$ cat config.mk
export PLATFORM = sky130hd
export DESIGN_NAME = uart_tx_ctrl_flat
export DESIGN_NICKNAME = d
export VERILOG_FILES = /design/src/rtl/uart_tx_ctrl_if.sv /design/src/rtl/uart_tx_ctrl.sv /design/src/flat_wrapper.sv
export SDC_FILE = /design/constraint.sdc
export NUM_CORES = 1
export LEC_CHECK = 0
export CAP_MARGIN = 30
export CORE_MARGIN = 3
export CORE_UTILIZATION = 45
export CTS_CLUSTER_SIZE = 24
export DETAILED_ROUTE_END_ITERATION = 10
export GPL_TIMING_DRIVEN = 1
export PLACE_DENSITY = 0.75
export SYNTH_ARGS = -nofsm -noshare
export SYNTH_HDL_FRONTEND = slang
export SYNTH_SLANG_ARGS = --single-unit
$ cat constraint.sdc
create_clock -name clk -period 1.5 [get_ports clk]
set_input_delay 0.225 -clock clk [delete_from_list [all_inputs] [get_ports clk]]
set_output_delay 0.225 -clock clk [all_outputs]
set_load 0.05 [all_outputs]
$ cat src/rtl/uart_tx_ctrl_if.sv
// uart_tx_ctrl_if: host-side bundle for the UART transmit controller.
// Carries the byte handshake (tx_data/tx_valid/tx_ready) and the
// configuration write port (cfg_div/cfg_we/cfg_two_stop/cfg_parity_odd).
// The register file drives it through the master modport. The controller
// receives it through the slave modport.
interface uart_tx_ctrl_if;
  logic [31:0] cfg_div;
  logic        cfg_we;
  logic        cfg_two_stop;
  logic        cfg_parity_odd;
  logic [7:0]  tx_data;
  logic        tx_valid;
  logic        tx_ready;

  modport master (
    output cfg_div,
    output cfg_we,
    output cfg_two_stop,
    output cfg_parity_odd,
    output tx_data,
    output tx_valid,
    input  tx_ready
  );

  modport slave (
    input  cfg_div,
    input  cfg_we,
    input  cfg_two_stop,
    input  cfg_parity_odd,
    input  tx_data,
    input  tx_valid,
    output tx_ready
  );
endinterface

$ cat src/rtl/uart_tx_ctrl.sv
// uart_tx_ctrl: UART transmit controller.
// Sequences the shared baud-rate generator (enable, synchronous reset and
// divisor) and serialises one byte per frame onto txd_o, LSB first.
// Bit boundaries are the rising edges of the generator's toggling tick.
// Optional feature macro: UART_TX_PARITY_EN inserts a parity bit after the
// data bits. The parity bit is even or odd as selected by cfg_parity_odd.
module uart_tx_ctrl #(
  parameter int DATA_BITS = 8,
  parameter int MIN_DIV   = 4
) (
  input  logic          clk,
  input  logic          rst_n,
  uart_tx_ctrl_if.slave host,
  output logic          baud_enable_o,
  output logic          baud_rst_o,
  output logic [31:0]   baud_counter_o,
  input  logic          baud_tick_i,
  output logic          txd_o,
  output logic          busy_o
);

  // Frame sequencer states
  localparam logic [2:0] S_IDLE   = 3'd0;
  localparam logic [2:0] S_SYNC   = 3'd1;
  localparam logic [2:0] S_WAIT   = 3'd2;
  localparam logic [2:0] S_START  = 3'd3;
  localparam logic [2:0] S_DATA   = 3'd4;
`ifdef UART_TX_PARITY_EN
  localparam logic [2:0] S_PARITY = 3'd5;
`endif
  localparam logic [2:0] S_STOP   = 3'd6;

  // The generator's half-period is div>>1, so only even divisors are usable.
  localparam logic [31:0] MIN_DIV_W    = 32'(MIN_DIV);
  localparam logic [31:0] MIN_DIV_EVEN = MIN_DIV_W & ~32'd1;
  localparam logic [2:0]  LAST_BIT     = 3'(DATA_BITS - 1);
`ifdef UART_TX_PARITY_EN
  localparam logic [7:0]  DATA_MASK    = 8'((1 << DATA_BITS) - 1);
`endif

  // Sequencer and serialiser registers
  logic [2:0]  state_q, state_d;
  logic        txd_q, txd_d;
  logic [7:0]  shift_q, shift_d;
  logic [2:0]  bit_cnt_q, bit_cnt_d;
  logic        stop_cnt_q, stop_cnt_d;
  logic        ready_q;
  logic        tick_q;

  // Shadow configuration (written any time) and active configuration
  // (frozen for the duration of a frame)
  logic [31:0] div_sh_q;
  logic        two_stop_sh_q;
  logic [31:0] div_q;
  logic        two_stop_q;
`ifdef UART_TX_PARITY_EN
  logic        parity_odd_sh_q;
  logic        parity_bit_q;
`else
  logic        unused_parity_odd;
  assign unused_parity_odd = host.cfg_parity_odd;
`endif

  logic [31:0] cfg_div_eff;
  logic        accept;
  logic        tick_rise;

  assign accept    = host.tx_valid & ready_q;
  assign tick_rise = baud_tick_i & ~tick_q;

  // Clamp the requested divisor to MIN_DIV and round it down to even
  always_comb begin
    cfg_div_eff    = (host.cfg_div < MIN_DIV_W) ? MIN_DIV_W : host.cfg_div;
    cfg_div_eff[0] = 1'b0;
  end

  // Shadow configuration captured on every cfg_we, regardless of state
  always_ff @(posedge clk or negedge rst_n) begin
    if (!rst_n) begin
      div_sh_q        <= MIN_DIV_EVEN;
      two_stop_sh_q   <= 1'b0;
`ifdef UART_TX_PARITY_EN
      parity_odd_sh_q <= 1'b0;
`endif
    end else if (host.cfg_we) begin
      div_sh_q        <= cfg_div_eff;
      two_stop_sh_q   <= host.cfg_two_stop;
`ifdef UART_TX_PARITY_EN
      parity_odd_sh_q <= host.cfg_parity_odd;
`endif
    end
  end

  // Active configuration (and the frame's parity bit) latched at byte acceptance
  always_ff @(posedge clk or negedge rst_n) begin
    if (!rst_n) begin
      div_q        <= MIN_DIV_EVEN;
      two_stop_q   <= 1'b0;
`ifdef UART_TX_PARITY_EN
      parity_bit_q <= 1'b0;
`endif
    end else if (accept) begin
      div_q        <= div_sh_q;
      two_stop_q   <= two_stop_sh_q;
`ifdef UART_TX_PARITY_EN
      parity_bit_q <= (^(host.tx_data & DATA_MASK)) ^ parity_odd_sh_q;
`endif
    end
  end

  // Registered copy of the tick for rising-edge detection, held low while the generator is reset
  always_ff @(posedge clk or negedge rst_n) begin
    if (!rst_n) begin
      tick_q <= 1'b0;
    end else if ((state_q == S_IDLE) || (state_q == S_SYNC)) begin
      tick_q <= 1'b0;
    end else begin
      tick_q <= baud_tick_i;
    end
  end

  // Next-state and next-line logic; every tick rising edge ends one bit and starts the next
  always_comb begin
    state_d    = state_q;
    txd_d      = txd_q;
    shift_d    = shift_q;
    bit_cnt_d  = bit_cnt_q;
    stop_cnt_d = stop_cnt_q;
    case (state_q)
      S_IDLE: begin
        txd_d = 1'b1;
        if (accept) begin
          state_d = S_SYNC;
          shift_d = host.tx_data;
        end
      end
      S_SYNC: begin
        state_d = S_WAIT;
      end
      S_WAIT: begin
        if (tick_rise) begin
          state_d = S_START;
          txd_d   = 1'b0;
        end
      end
      S_START: begin
        if (tick_rise) begin
          state_d   = S_DATA;
          txd_d     = shift_q[0];
          bit_cnt_d = 3'd0;
        end
      end
      S_DATA: begin
        if (tick_rise) begin
          if (bit_cnt_q == LAST_BIT) begin
`ifdef UART_TX_PARITY_EN
            state_d    = S_PARITY;
            txd_d      = parity_bit_q;
`else
            state_d    = S_STOP;
            txd_d      = 1'b1;
            stop_cnt_d = 1'b0;
`endif
          end else begin
            bit_cnt_d = bit_cnt_q + 3'd1;
            shift_d   = shift_q >> 1;
            txd_d     = shift_q[1];
          end
        end
      end
`ifdef UART_TX_PARITY_EN
      S_PARITY: begin
        if (tick_rise) begin
          state_d    = S_STOP;
          txd_d      = 1'b1;
          stop_cnt_d = 1'b0;
        end
      end
`endif
      S_STOP: begin
        if (tick_rise) begin
          if (two_stop_q && !stop_cnt_q) begin
            stop_cnt_d = 1'b1;
          end else begin
            state_d = S_IDLE;
            txd_d   = 1'b1;
          end
        end
      end
      default: begin
        state_d = S_IDLE;
        txd_d   = 1'b1;
      end
    endcase
  end

  // Sequencer state, line and ready registers; ready stays low for one cycle after reset
  always_ff @(posedge clk or negedge rst_n) begin
    if (!rst_n) begin
      state_q    <= S_IDLE;
      txd_q      <= 1'b1;
      shift_q    <= 8'd0;
      bit_cnt_q  <= 3'd0;
      stop_cnt_q <= 1'b0;
      ready_q    <= 1'b0;
    end else begin
      state_q    <= state_d;
      txd_q      <= txd_d;
      shift_q    <= shift_d;
      bit_cnt_q  <= bit_cnt_d;
      stop_cnt_q <= stop_cnt_d;
      ready_q    <= (state_d == S_IDLE);
    end
  end

  assign host.tx_ready  = ready_q;
  assign txd_o          = txd_q;
  assign busy_o         = (state_q != S_IDLE);
  assign baud_enable_o  = (state_q != S_IDLE);
  assign baud_rst_o     = (state_q == S_IDLE) || (state_q == S_SYNC);
  assign baud_counter_o = div_q;

endmodule
$ cat src/flat_wrapper.sv
// flat-port wrapper written by rule: the top's interface ports become plain ports
module uart_tx_ctrl_flat 
#(
  parameter int DATA_BITS = 8,
  parameter int MIN_DIV   = 4
)
  (clk, rst_n, baud_enable_o, baud_rst_o, baud_counter_o, baud_tick_i, txd_o, busy_o, host_cfg_div, host_cfg_we, host_cfg_two_stop, host_cfg_parity_odd, host_tx_data, host_tx_valid, host_tx_ready);
  uart_tx_ctrl_if host_i ();
  input  logic clk;
  input  logic rst_n;
  output logic baud_enable_o;
  output logic baud_rst_o;
  output logic [31:0] baud_counter_o;
  input  logic baud_tick_i;
  output logic txd_o;
  output logic busy_o;
  input wire logic [$bits(host_i.cfg_div)-1:0] host_cfg_div;
  input wire logic [$bits(host_i.cfg_we)-1:0] host_cfg_we;
  input wire logic [$bits(host_i.cfg_two_stop)-1:0] host_cfg_two_stop;
  input wire logic [$bits(host_i.cfg_parity_odd)-1:0] host_cfg_parity_odd;
  input wire logic [$bits(host_i.tx_data)-1:0] host_tx_data;
  input wire logic [$bits(host_i.tx_valid)-1:0] host_tx_valid;
  output wire logic [$bits(host_i.tx_ready)-1:0] host_tx_ready;
  assign host_i.cfg_div = host_cfg_div;
  assign host_i.cfg_we = host_cfg_we;
  assign host_i.cfg_two_stop = host_cfg_two_stop;
  assign host_i.cfg_parity_odd = host_cfg_parity_odd;
  assign host_i.tx_data = host_tx_data;
  assign host_i.tx_valid = host_tx_valid;
  assign host_tx_ready = host_i.tx_ready;
  uart_tx_ctrl #(.DATA_BITS(DATA_BITS), .MIN_DIV(MIN_DIV)) u_core (.clk(clk), .rst_n(rst_n), .host(host_i), .baud_enable_o(baud_enable_o), .baud_rst_o(baud_rst_o), .baud_counter_o(baud_counter_o), .baud_tick_i(baud_tick_i), .txd_o(txd_o), .busy_o(busy_o));
endmodule
# --- Word-level counts from Yosys, hierarchy flattened ---
# Index checks and enable logic that the tools add are counted.
classes:
  addsub: 1
  order_cmp: 1
  eq_ne: 15
  n_mux: 30
  n_bitwise: 4
  reduce_logical: 13
ops:
  columns: ["op", "count"]
  rows:
  - ["less-than comparator 32 x 3 -> 1 bit, second input constant", 1]
  - ["2-to-1 mux 32 bit", 1]
  - ["2-to-1 mux 3 bit", 10]
  - ["2-to-1 mux 8 bit", 3]
  - ["one-hot mux 3 bit (6 select lines)", 1]
  - ["one-hot mux 8 bit (2 select lines)", 1]
  - ["inequality test 2 x 1 -> 1 bit, second input constant", 7]
  - ["2-to-1 mux 1 bit", 11]
  - ["== test 3 bit, second input constant", 3]
  - ["AND reduction 4 bit", 2]
  - ["== test 3 x 2 -> 1 bit, second input constant", 2]
  - ["logical NOT 3 bit", 2]
  - ["one-hot mux 3 bit (2 select lines)", 1]
  - ["AND reduction 6 bit", 1]
  - ["nonzero test 2 bit", 3]
  - ["one-hot mux 1 bit (5 select lines)", 1]
  - ["AND reduction 5 bit", 1]
  - ["inequality test 2 bit, second input constant", 2]
  - ["adder 3 x 1 -> 3 bit, second input constant", 1]
  - ["== test 3 x 1 -> 1 bit, second input constant", 1]
  - ["nonzero test 3 bit", 1]
  - ["AND 1 bit", 2]
  - ["NOT 1 bit", 2]
  - ["one-hot mux 1 bit (2 select lines)", 1]
  - ["other kinds (3)", 3]
totals:
  reg_bits: 82
  input_bits: 47
  wordCells: 75

# --- Logic depth before layout (Yosys ltp) ---
# Gate-level depths: netlist (run 1).
depth:
  depth_word: 6
  mapped_depth: 7

# --- Worst setup path after synthesis (run 1) ---
# No wires, ideal clock.
synth_timing:
  path_type: "register to output"
  from: "reg u_core.state_q[1]"
  to: "out busy_o"
  t_arrival_ns: 1.452
  t_required_ns: 1.275
  setup_slack_ns: -0.177
  path_stages_with_launch: 4
  path_buffers: 2
  path_cell_list: "dfrtp_1 -> buf_4 -> or3_2 -> buf_4"
synth_between:
  elab_chain_cells: 1
synth_lines:
  columns: ["element", "line", "source"]
  rows:
  - ["start: declaration", "uart_tx_ctrl.sv:42", "logic [2:0] state_q, state_d;"]
  - ["start signal: assignment", "uart_tx_ctrl.sv:207", "state_q <= state_d;"]
  - ["nonzero test 3 bit", null, null]
  - ["end: declaration", "flat_wrapper.sv:16", "output logic busy_o;"]
# Every way passes these cells.

# --- Worst setup path in the final report (run 1) ---
layout_timing:
  from: "reg u_core.state_q[2]"
  to: "out busy_o"
layout_between:
  elab_chain_cells: 1
layout_lines:
  columns: ["element", "line", "source"]
  rows:
  - ["nonzero test 3 bit", "uart_tx_ctrl.sv:218", "assign busy_o = (state_q != S_IDLE);"]
# Every way passes these cells.

==> results of run 1 <==
[cell usage after synthesis, types with 4 or more instances]
| library cell | instances |
|---|---|
| mux2_2 | 61 |
| buf_6 | 4 |
| mux2i_1 | 6 |
| nor2_1 | 7 |
| buf_2 | 6 |
| inv_1 | 4 |
| nand2b_1 | 4 |
| nor4_1 | 7 |
| o21ai_1 | 9 |
| a21oi_1 | 5 |
| dfrtp_1 | 79 |
| nand2_1 | 13 |
[logic make-up (layout without fill, tap and decap cells)]
logic type / Yosys count / count (layout) / synth area share [%]
compound gates: 29 / 29 / 5.57
xor+xnor: 1 / 1 / 0.250
fa+ha+maj: 2 / 2 / 0.713
buf+inv: 20 / 123 / 3.53
flops: 82 / 82 / 58.6
mux: 71 / 71 / 22.9
other cells: 1 / 1 / 0.107
simple gates: 49 / 49 / 8.31
[what timing repair did]
item,CTS,global route
hold buffers,1,0
setup buffers,6,3
gates cloned,0,0
setup endpoints to repair,13,15
hold endpoints to repair,26,0
pin swaps,6,7
gates resized for setup,8,10
[final timing paths]
check	from	end	slack (ps)	cells past startpoint
worst max-delay path	u_core.state_q[2]	busy_o	-110	3
worst min-delay path	rst_n	u_core.div_sh_q[27]	390	2
worst max register to register	u_core.bit_cnt_q[0]	u_core.shift_q[6]	-50	7
worst min register to register	u_core.shift_q[2]	u_core.shift_q[2]	500	2
max in group asynchronous	rst_n	u_core.txd_o	550	3
min in group clk	host_tx_data[7]	u_core.shift_q[7]	430	3
[power breakdown]
group | internal, uW | total (uW) | switching [uW]
Clock | 952 | 1770 | 813
Sequential | 2940 | 3420 | 478
Combinational | 2100 | 4930 | 2830
Total | 5990 | 10100 | 4120
[worst max-delay path, stage by stage (launching register included)]
cell,delay (ps)
dfrtp_2,420
buf_6,120
or3_4,340
buf_6,160
[layout make-up]
class / count / share of cell area [%]
clock buffer: 9 / 2.53
sequential: 82 / 42.1
timing repair buffer: 101 / 22.0
clock inverter: 7 / 2.02
tap: 99 / 2.53
inverter: 6 / 0.460
multi-input combinational: 153 / 28.4
[state kept, by name (all words and copies together) (netlist names)]
| name | count |
|---|---|
| u_core.two_stop_q | 1 |
| u_core.div_sh_q | 31 |
| u_core.txd_o | 1 |
| u_core.host.tx_ready | 1 |
| u_core.shift_q | 8 |
| u_core.stop_cnt_q | 1 |
| u_core.bit_cnt_q | 3 |
| u_core.tick_q | 1 |
| u_core.state_q | 3 |
| u_core.two_stop_sh_q | 1 |
| u_core.baud_counter_o | 31 |
[metal layers]
layer	up-vias	share of wire (%)	wire length (microns)	global-route usage, %
met5	-	0	0	0
met4	0	1.0	72	4.69
met3	7	7.1	495	6.17
met2	65	48	3360	27.3
met1	1152	44	3040	21.3
li1	1105	-	-	-
[per-stage QoR]
stage               util, %  hold slack, ps
floorplan                 -           -70.6
global placement       61.3             182
detailed placement     61.3             184
CTS                    65.3             398
global route           66.0             414
finish                 66.0             392
==> flow_metrics.env, run 1 <==
export IMPL_status="complete, but fails checks"
export IMPL_violations="setup timing"
export IMPL_crit_path_start_kind="flop"
export IMPL_yosys_area_top_type_share_pct=56.4
export IMPL_gr_total_overflow=0
export IMPL_placed_cell_area_sq_um=4540
export IMPL_setup_viol=12
export IMPL_avgViaCountPerCell=5.10
export IMPL_place_ws_ps=-122
export IMPL_cap_violations=0
export IMPL_grt_usage_pct=16.9
export IMPL_drtIter0Drc=64
export IMPL_cts_sinks=82
export IMPL_clock_latency_ps=340
export IMPL_numCtsBuffers=9
export IMPL_grt_antenna_before_repair=0
export IMPL_core_area_sq_um=7410
export IMPL_hold_viol=0
export IMPL_wl_per_cell_microns=15.3
export IMPL_portBuffers=80
export IMPL_n_fill_cell=588
export IMPL_die_x_microns=94.3
export IMPL_path_max_fanout=2
export IMPL_synth_cells=255
export IMPL_power_total_uw=10100
export IMPL_synth_top_cell_by_area="dfrtp_1"
export IMPL_slew_violations=0
export IMPL_crit_type="flop to primary output"
export IMPL_start_util_pct=47.3
export IMPL_firstDrtPassIters=4
export IMPL_pin_count=84
export IMPL_die_y_microns=94.3
export IMPL_critPathArrivalTime_ps=1380
export IMPL_cts_tree="built"
export IMPL_root_buffer="clkbuf_8"
export IMPL_ys_flop_type="dfrtp_1"
export IMPL_grt_pass1_vias=2491
export IMPL_synth_distinct_cells=48
export IMPL_fin_cells=457
export IMPL_cp_required_ps=1270
export IMPL_ys_seq_area_share_pct=58.6
export IMPL_multiInputGateArea_sq_um=1390
export IMPL_vdd_drop_max_v=0.00141
export IMPL_dp_cells=434
export IMPL_htreeDepth=3
export IMPL_drt_wl_total_microns=6970
export IMPL_layout_commonest_cell="dfrtp_1"
export IMPL_async_flop_share_pct=100
export IMPL_min_path_type="primary input to async pin"
export IMPL_synth_area_leaders="dfrtp_1 (56%), mux2_2 (20%), dfstp_2 (2.2%)"
export IMPL_final_cell_mix="dfrtp_1 (77), mux2_2 (61), clkdlybuf4s50_1 (43), buf_4 (38), buf_12 (15)"
export IMPL_grt_max_degree=35
export IMPL_rows=31
export IMPL_rsz0062_at_grt="yes"
export IMPL_ant_nets=0
export IMPL_die_area_sq_um=8890
export IMPL_finalClockSkew_ps=11.2
export IMPL_hpwl_microns=5060
export IMPL_clk_pin_slew_worst_paths_ps=90
export IMPL_gp_congestion=0.826
export IMPL_drc_errors=0
export IMPL_netlist_area_sq_um=3510
export IMPL_fin_crit_ps=1610
export IMPL_nNetsFinal=402
export IMPL_vias=2329
export IMPL_fin_setup_tns_ps=-567
export IMPL_drive_gt1_share_pct=46.6
export IMPL_n_antenna_cell=0
export IMPL_syn_avg_cell_area_sq_um=13.8
export IMPL_fmax_mhz=622
export IMPL_regArea_sq_um=2060
export IMPL_synth_seq_cells=82
export IMPL_grt_pass1_wl_microns=11700
export IMPL_critPathCaptureType="primary output"
export IMPL_post_route_cell_area_sq_um=4890
export IMPL_ys_warn_count=0
export IMPL_p_leak_uw=0.00219
export IMPL_power_density_nw_per_um2=2070
export IMPL_synth_edf_count=0
export IMPL_syn_nets=304
export IMPL_period_share_pct=107
export IMPL_clk_path_buf_depth=2
export IMPL_setup_ws_ps=-108
export IMPL_syn_to_final_growth_pct=39.5
Power figures use the tool's default switching activity.
==> run 2, diff against run 1 <==
--- a/config.mk
+++ b/config.mk
@@ -10,7 +10,7 @@
 export CORE_UTILIZATION = 45
 export CTS_CLUSTER_SIZE = 24
 export DETAILED_ROUTE_END_ITERATION = 10
-export GPL_TIMING_DRIVEN = 1
+export GPL_TIMING_DRIVEN = 0
 export PLACE_DENSITY = 0.75
 export SYNTH_ARGS = -nofsm -noshare
 export SYNTH_HDL_FRONTEND = slang
==> flow_metrics.env, run 2 (synthesis results as in run 1) <==
export IMPL_fin_crit_ps=1750
export IMPL_cts_tree="built"
export IMPL_grt_usage_pct=17.8
export IMPL_rows=31
export IMPL_nNetsFinal=406
export IMPL_htreeDepth=3
export IMPL_hpwl_microns=5180
export IMPL_core_area_sq_um=7410
export IMPL_drt_wl_total_microns=7410
export IMPL_maxSlewHeadroom_pct=65.9
export IMPL_crit_type="flop to primary output"
export IMPL_n_antenna_cell=0
export IMPL_ant_nets=0
export IMPL_seq_power_share_pct=35.4
export IMPL_setup_viol=11
export IMPL_numCtsBuffers=9
export IMPL_rsz0062_at_grt="yes"
export IMPL_slew_violations=0
export IMPL_critPathArrivalTime_ps=1520
export IMPL_die_area_sq_um=8890
export IMPL_grt_pass1_wl_microns=12100
export IMPL_gp_congestion=0.795
export IMPL_fmax_mhz=572
export IMPL_cts_sinks=82
export IMPL_die_y_microns=94.3
export IMPL_firstDrtPassIters=4
export IMPL_die_x_microns=94.3
export IMPL_wl_per_cell_microns=16.1
export IMPL_n_fill_cell=591
export IMPL_clk_path_buf_depth=2
export IMPL_sw_frac_of_total_pct=43.7
export IMPL_start_util_pct=47.3
export IMPL_grt_max_degree=70
export IMPL_violations="setup timing"
export IMPL_drtIter0Drc=59
export IMPL_path_max_fanout=4
export IMPL_finalHoldWorstSlack_ps=275
export IMPL_grt_antenna_before_repair=0
export IMPL_drive_gt1_share_pct=42.0
export IMPL_cap_violations=0
export IMPL_portBuffers=79
export IMPL_vdd_drop_max_v=0.00123
export IMPL_drc_errors=0
export IMPL_syn_to_final_growth_pct=36.8
export IMPL_pin_count=84
export IMPL_final_cell_mix="dfrtp_1 (79), mux2_2 (61), clkdlybuf4s50_1 (42), clkdlybuf4s15_1 (18)"
export IMPL_cp_required_ps=1270
export IMPL_power_density_nw_per_um2=1980
export IMPL_min_path_type="primary input to async pin"
export IMPL_crit_path_start_kind="flop"
export IMPL_p_leak_uw=0.00213
export IMPL_finalClockSkew_ps=10.9
export IMPL_clk_pin_slew_worst_paths_ps=80
export IMPL_place_ws_ps=-518
export IMPL_hold_viol=0
export IMPL_clock_latency_ps=350
export IMPL_p_switching_uw=4140
export IMPL_p_int_uw=5340
export IMPL_power_total_uw=9480
export IMPL_grt_pass1_vias=2578
export IMPL_avgViaCountPerCell=5.13
export IMPL_gr_total_overflow=0
export IMPL_fin_setup_tns_ps=-1020
export IMPL_critPathCaptureType="primary output"
export IMPL_postLayoutCoreUtil_pct=64.8
export IMPL_period_share_pct=117
export IMPL_tightest_slew_ps=514
export IMPL_comb_power_share_pct=48.8
export IMPL_setup_ws_ps=-250
export IMPL_status="complete, but fails checks"
export IMPL_layout_commonest_cell="dfrtp_1"
export IMPL_root_buffer="clkbuf_8"
export IMPL_vias=2366
export IMPL_p_clk_share_pct=15.7
==> run 2: path summary, 6_finish.rpt <==
path,startpoint,end,slack [ps],cells past startpoint
max reg2reg,u_core.bit_cnt_q[0],u_core.shift_q[4],-90,7
min reg2reg,u_core.baud_counter_o[1],u_core.baud_counter_o[1],500,2
min in group clk,host_cfg_we,u_core.div_sh_q[2],290,3
max,u_core.state_q[2],busy_o,-250,4
min,rst_n,u_core.shift_q[0],270,2
max in group asynchronous,rst_n,u_core.baud_counter_o[2],610,3
==> run 2: stage by stage <==
step	area (sq um)	instances
after floorplan	3530	255
after global placement	4450	433
after detailed placement	4470	434
after CTS	4720	458
after global routing	4800	461
final	4800	461
==> run 2: metal layers <==
metal	wire length, microns	global-route usage (%)	part of all wire, %
met1	3180	21.5	43
met2	3650	29.4	49
met3	446	5.37	6.0
met4	140	7.70	1.9
met5	0	0	0
==> run 2: power by group through the flow <==
stage	clock network (uW)	registers [uW]	logic [uW]
3_3_place_gp	0	3330	4560
4_1_cts	1530	3320	4490
2_1_floorplan	0	4880	1580
3_5_place_dp	0	3360	4620
6_report	1490	3360	4630
5_1_grt	1630	3470	4890
==> run 2: timing repair <==
action,in CTS,in global routing
setup buffers,6,4
endpoints found under the setup margin,46,40
cloned,1,0
resized for setup,72,50
hold buffers,1,0
hold endpoints to repair,13,0
pin swaps,10,5
==> run 2: layout make-up <==
class	count	area (sq um)	area share (%)
Buffer	13	101	2.11
Timing Repair Buffer	92	876	18.3
Sequential cell	82	2060	42.8
Inverter	6	22.5	0.469
Clock inverter	6	50.0	1.04
Tap cell	99	124	2.58
Clock buffer	10	138	2.87
Multi-Input combinational cell	153	1430	29.8
==> run 2: critical path: stages (launching register included) <==
cell and delay [ps]:
dfrtp_1 440, buf_8 150, or3_4 330, buf_6 120, buf_8 140
==> run 3, diff against run 2 <==
--- a/config.mk
+++ b/config.mk
@@ -5,13 +5,15 @@
 export SDC_FILE = /design/constraint.sdc
 export NUM_CORES = 1
 export LEC_CHECK = 0
+export ABC_AREA = 1
 export CAP_MARGIN = 30
 export CORE_MARGIN = 3
 export CORE_UTILIZATION = 45
 export CTS_CLUSTER_SIZE = 24
 export DETAILED_ROUTE_END_ITERATION = 10
 export GPL_TIMING_DRIVEN = 0
-export PLACE_DENSITY = 0.75
+export PLACE_DENSITY_LB_ADDON = 0.25
+export REMOVE_ABC_BUFFERS = 1
 export SYNTH_ARGS = -nofsm -noshare
 export SYNTH_HDL_FRONTEND = slang
 export SYNTH_SLANG_ARGS = --single-unit
==> flow_metrics.env, run 3 <==
export IMPL_p_switching_uw=4270
export IMPL_synth_compound_area_share_pct=10.1
export IMPL_cpMaxStageDelayCell="dfrtp_2"
export IMPL_slew_violations=0
export IMPL_drtIter0Drc=110
export IMPL_synth_adder_area_share_pct=0.717
export IMPL_regToRegSetupSlack_ps=100
export IMPL_pin_count=84
export IMPL_drive_gt1_share_pct=12.0
export IMPL_crit_type="flop to primary output"
export IMPL_cap_violations=0
export IMPL_crit_path_start_kind="flop"
export IMPL_p_clk_share_pct=19.1
export IMPL_n_fill_cell=659
export IMPL_die_area_sq_um=8840
export IMPL_gr_total_overflow=0
export IMPL_ys_flop_type="dfrtp_1"
export IMPL_synthXorXnorAreaFrac_pct=0
export IMPL_drc_errors=0
export IMPL_final_cell_mix="nand2_1 (137), dfrtp_1 (76), o21ai_0 (65), clkdlybuf4s50_1 (42), inv_1 (38)"
export IMPL_synth_commonest_cells="nand2_1 (138), dfrtp_1 (79), o21ai_0 (65)"
export IMPL_multiInputGateArea_sq_um=1180
export IMPL_die_y_microns=94.0
export IMPL_finalClockSkew_ps=7.56
export IMPL_synth_edf_count=0
export IMPL_numCtsBuffers=9
export IMPL_nNetsFinal=536
export IMPL_fmax_mhz=683
export IMPL_fin_crit_ps=1460
export IMPL_grt_max_degree=64
export IMPL_synth_distinct_cells=27
export IMPL_ant_nets=0
export IMPL_grt_usage_pct=17.2
export IMPL_reg2regPathDepth=5
export IMPL_cp_required_ps=1270
export IMPL_regArea_sq_um=2060
export IMPL_async_flop_share_pct=100
export IMPL_grt_pass1_vias=2652
export IMPL_ys_warn_count=0
export IMPL_grt_pass1_wl_microns=12000
export IMPL_synth_seq_cells=82
export IMPL_crit_chain="nor2_4 -> nand2_1 -> buf_4"
export IMPL_layout_commonest_cell="nand2_1"
export IMPL_synth_cells=404
export IMPL_drt_wl_total_microns=7170
export IMPL_power_total_uw=9520
export IMPL_power_density_nw_per_um2=2060
export IMPL_syn_to_final_growth_pct=32.3
export IMPL_synth_mux_area_fraction_pct=0.646
export IMPL_hpwl_microns=4870
export IMPL_ys_seq_area_share_pct=58.9
export IMPL_synth_area_leaders="dfrtp_1 (57%), nand2_1 (15%), o21ai_0 (9.3%)"
export IMPL_setup_viol=0
export IMPL_rows=31
export IMPL_vdd_drop_max_v=0.00110
export IMPL_rsz0062_at_grt="yes"
export IMPL_place_ws_ps=-265
export IMPL_status="finished, final reports clean"
export IMPL_vias=2790
export IMPL_start_util_pct=47.3
export IMPL_fin_setup_tns_ps=0
export IMPL_comb_power_share_pct=45.4
export IMPL_root_buffer="clkbuf_8"
export IMPL_clock_latency_ps=340
export IMPL_seq_power_share_pct=35.4
export IMPL_synth_top_cell_by_area="dfrtp_1"
export IMPL_postLayoutCoreUtil_pct=62.6
export IMPL_period_share_pct=97.7
export IMPL_syn_avg_cell_area_sq_um=8.63
export IMPL_synthSimpleGateAreaFrac_pct=22.1
export IMPL_rr_startpoint="u_core.tick_q"
export IMPL_post_route_cell_area_sq_um=4610
export IMPL_placed_cell_area_sq_um=4350
export IMPL_setup_ws_ps=35.2
export IMPL_cts_tree="built"
export IMPL_netlist_area_sq_um=3490
export IMPL_gp_congestion=0.919
export IMPL_wl_per_cell_microns=12.1
export IMPL_maxSlewHeadroom_pct=38.6
export IMPL_synth_top_family_by_area="simple AND/OR/NAND/NOR gates"
export IMPL_yosysMostFrequentCell="nand2_1"
export IMPL_path_max_fanout=4
export IMPL_n_antenna_cell=0
export IMPL_die_x_microns=94.0
export IMPL_tightest_slew_ps=921
export IMPL_avgViaCountPerCell=4.72
export IMPL_critPathCaptureType="primary output"
export IMPL_p_int_uw=5250
export IMPL_portBuffers=80
export IMPL_hold_viol=0
export IMPL_clk_pin_slew_worst_paths_ps=80
export IMPL_firstDrtPassIters=4
export IMPL_sw_frac_of_total_pct=44.9
export IMPL_min_path_type="primary input to async pin"
export IMPL_core_area_sq_um=7370
export IMPL_clk_path_buf_depth=2
export IMPL_htreeDepth=3
export IMPL_cts_sinks=82
export IMPL_yosys_area_top_type_share_pct=56.7
export IMPL_p_leak_uw=0.00227
export IMPL_critPathArrivalTime_ps=1240
export IMPL_reg2reg_to="u_core.host.tx_ready"
export IMPL_cpPeakStageDelay_ps=450
export IMPL_grt_antenna_before_repair=0
==> run 3: changes by cell type in the layout (fill, tap and decap cells not counted), moves of 6 or more <==
cell	previous run	this run
buf_6	7	0
nor2_1	5	30
o21ai_0	1	65
dlygate4sd2_1	4	11
nor4_1	7	0
mux2i_1	6	0
mux2_2	61	2
inv_1	4	38
nand3_1	1	8
buf_2	9	2
nand2_1	5	137
==> run 3: power by group through the flow <==
| stage | sequential [uW] | clock (uW) | combinational (uW) |
|---|---|---|---|
| detailed placement | 3430 | 0 | 4500 |
| global placement | 3400 | 0 | 4390 |
| global route | 3470 | 1970 | 4670 |
| CTS | 3370 | 1870 | 4320 |
| finish | 3370 | 1820 | 4330 |
| floorplan | 4890 | 0 | 1410 |
==> run 3: how the worst max path moves through the flow <==
stage                         start                       end  slack, ps
2_1_floorplan  u_core.host.tx_ready         u_core.shift_q[7]       -820
3_3_place_gp                  rst_n  u_core.baud_counter_o[1]      -2640
3_5_place_dp      u_core.state_q[1]             baud_enable_o       -260
4_1_cts           u_core.state_q[2]             baud_enable_o       -130
5_1_grt           u_core.state_q[0]         u_core.shift_q[4]        -20
6_report          u_core.state_q[0]             baud_enable_o         40
==> run 3: worst max-delay path: cells and delay by family, from the launching register on <==
family	cells	cell delay [ps]
flops	1	450
simple gates	2	250
buf+inv	1	200
==> run 3: routing by layer <==
metal  track usage (%)  vias up  routed length (microns)
met4              7.34        0                      127
met2              27.7       71                     3380
li1                  -     1418                        -
met1              22.2     1290                     3230
met3              4.17       11                      425
met5                 0        -                        0
==> run 3: repair_timing <==
| item | 4_1_cts | 5_1_grt |
|---|---|---|
| gates resized for setup | 55 | 32 |
| hold endpoints to repair | 37 | 0 |
| hold buffers | 1 | 0 |
| endpoints found under the setup margin | 43 | 29 |
| buffers inserted | 6 | 1 |
| pin swaps | 1 | 2 |
==> run 3: stage by stage <==
step,hold WS [ps],instances
global route,425,591
detailed placement,241,567
global placement,446,565
CTS,407,590
floorplan,-70.6,386
finish,400,591
==> run 3: cells by family (layout without fill, tap and decap cells) <==
kind of cell / after synthesis / count (layout)
muxes: 2 / 2
AOI/OAI and AO/OA: 70 / 70
other: 1 / 1
and+or+nand+nor: 188 / 188
adders and majority gates: 2 / 2
buffers and inverters: 59 / 147
DFF: 82 / 82
==> run 3: final cells by class <==
| class | count | share of cell area [%] |
|---|---|---|
| clock inverters | 5 | 1.84 |
| well taps | 99 | 2.68 |
| repair buffers | 90 | 18.6 |
| inverters | 41 | 3.44 |
| clock buffers | 11 | 3.28 |
| flip-flops and latches | 82 | 44.6 |
| multi-input cells | 263 | 25.5 |
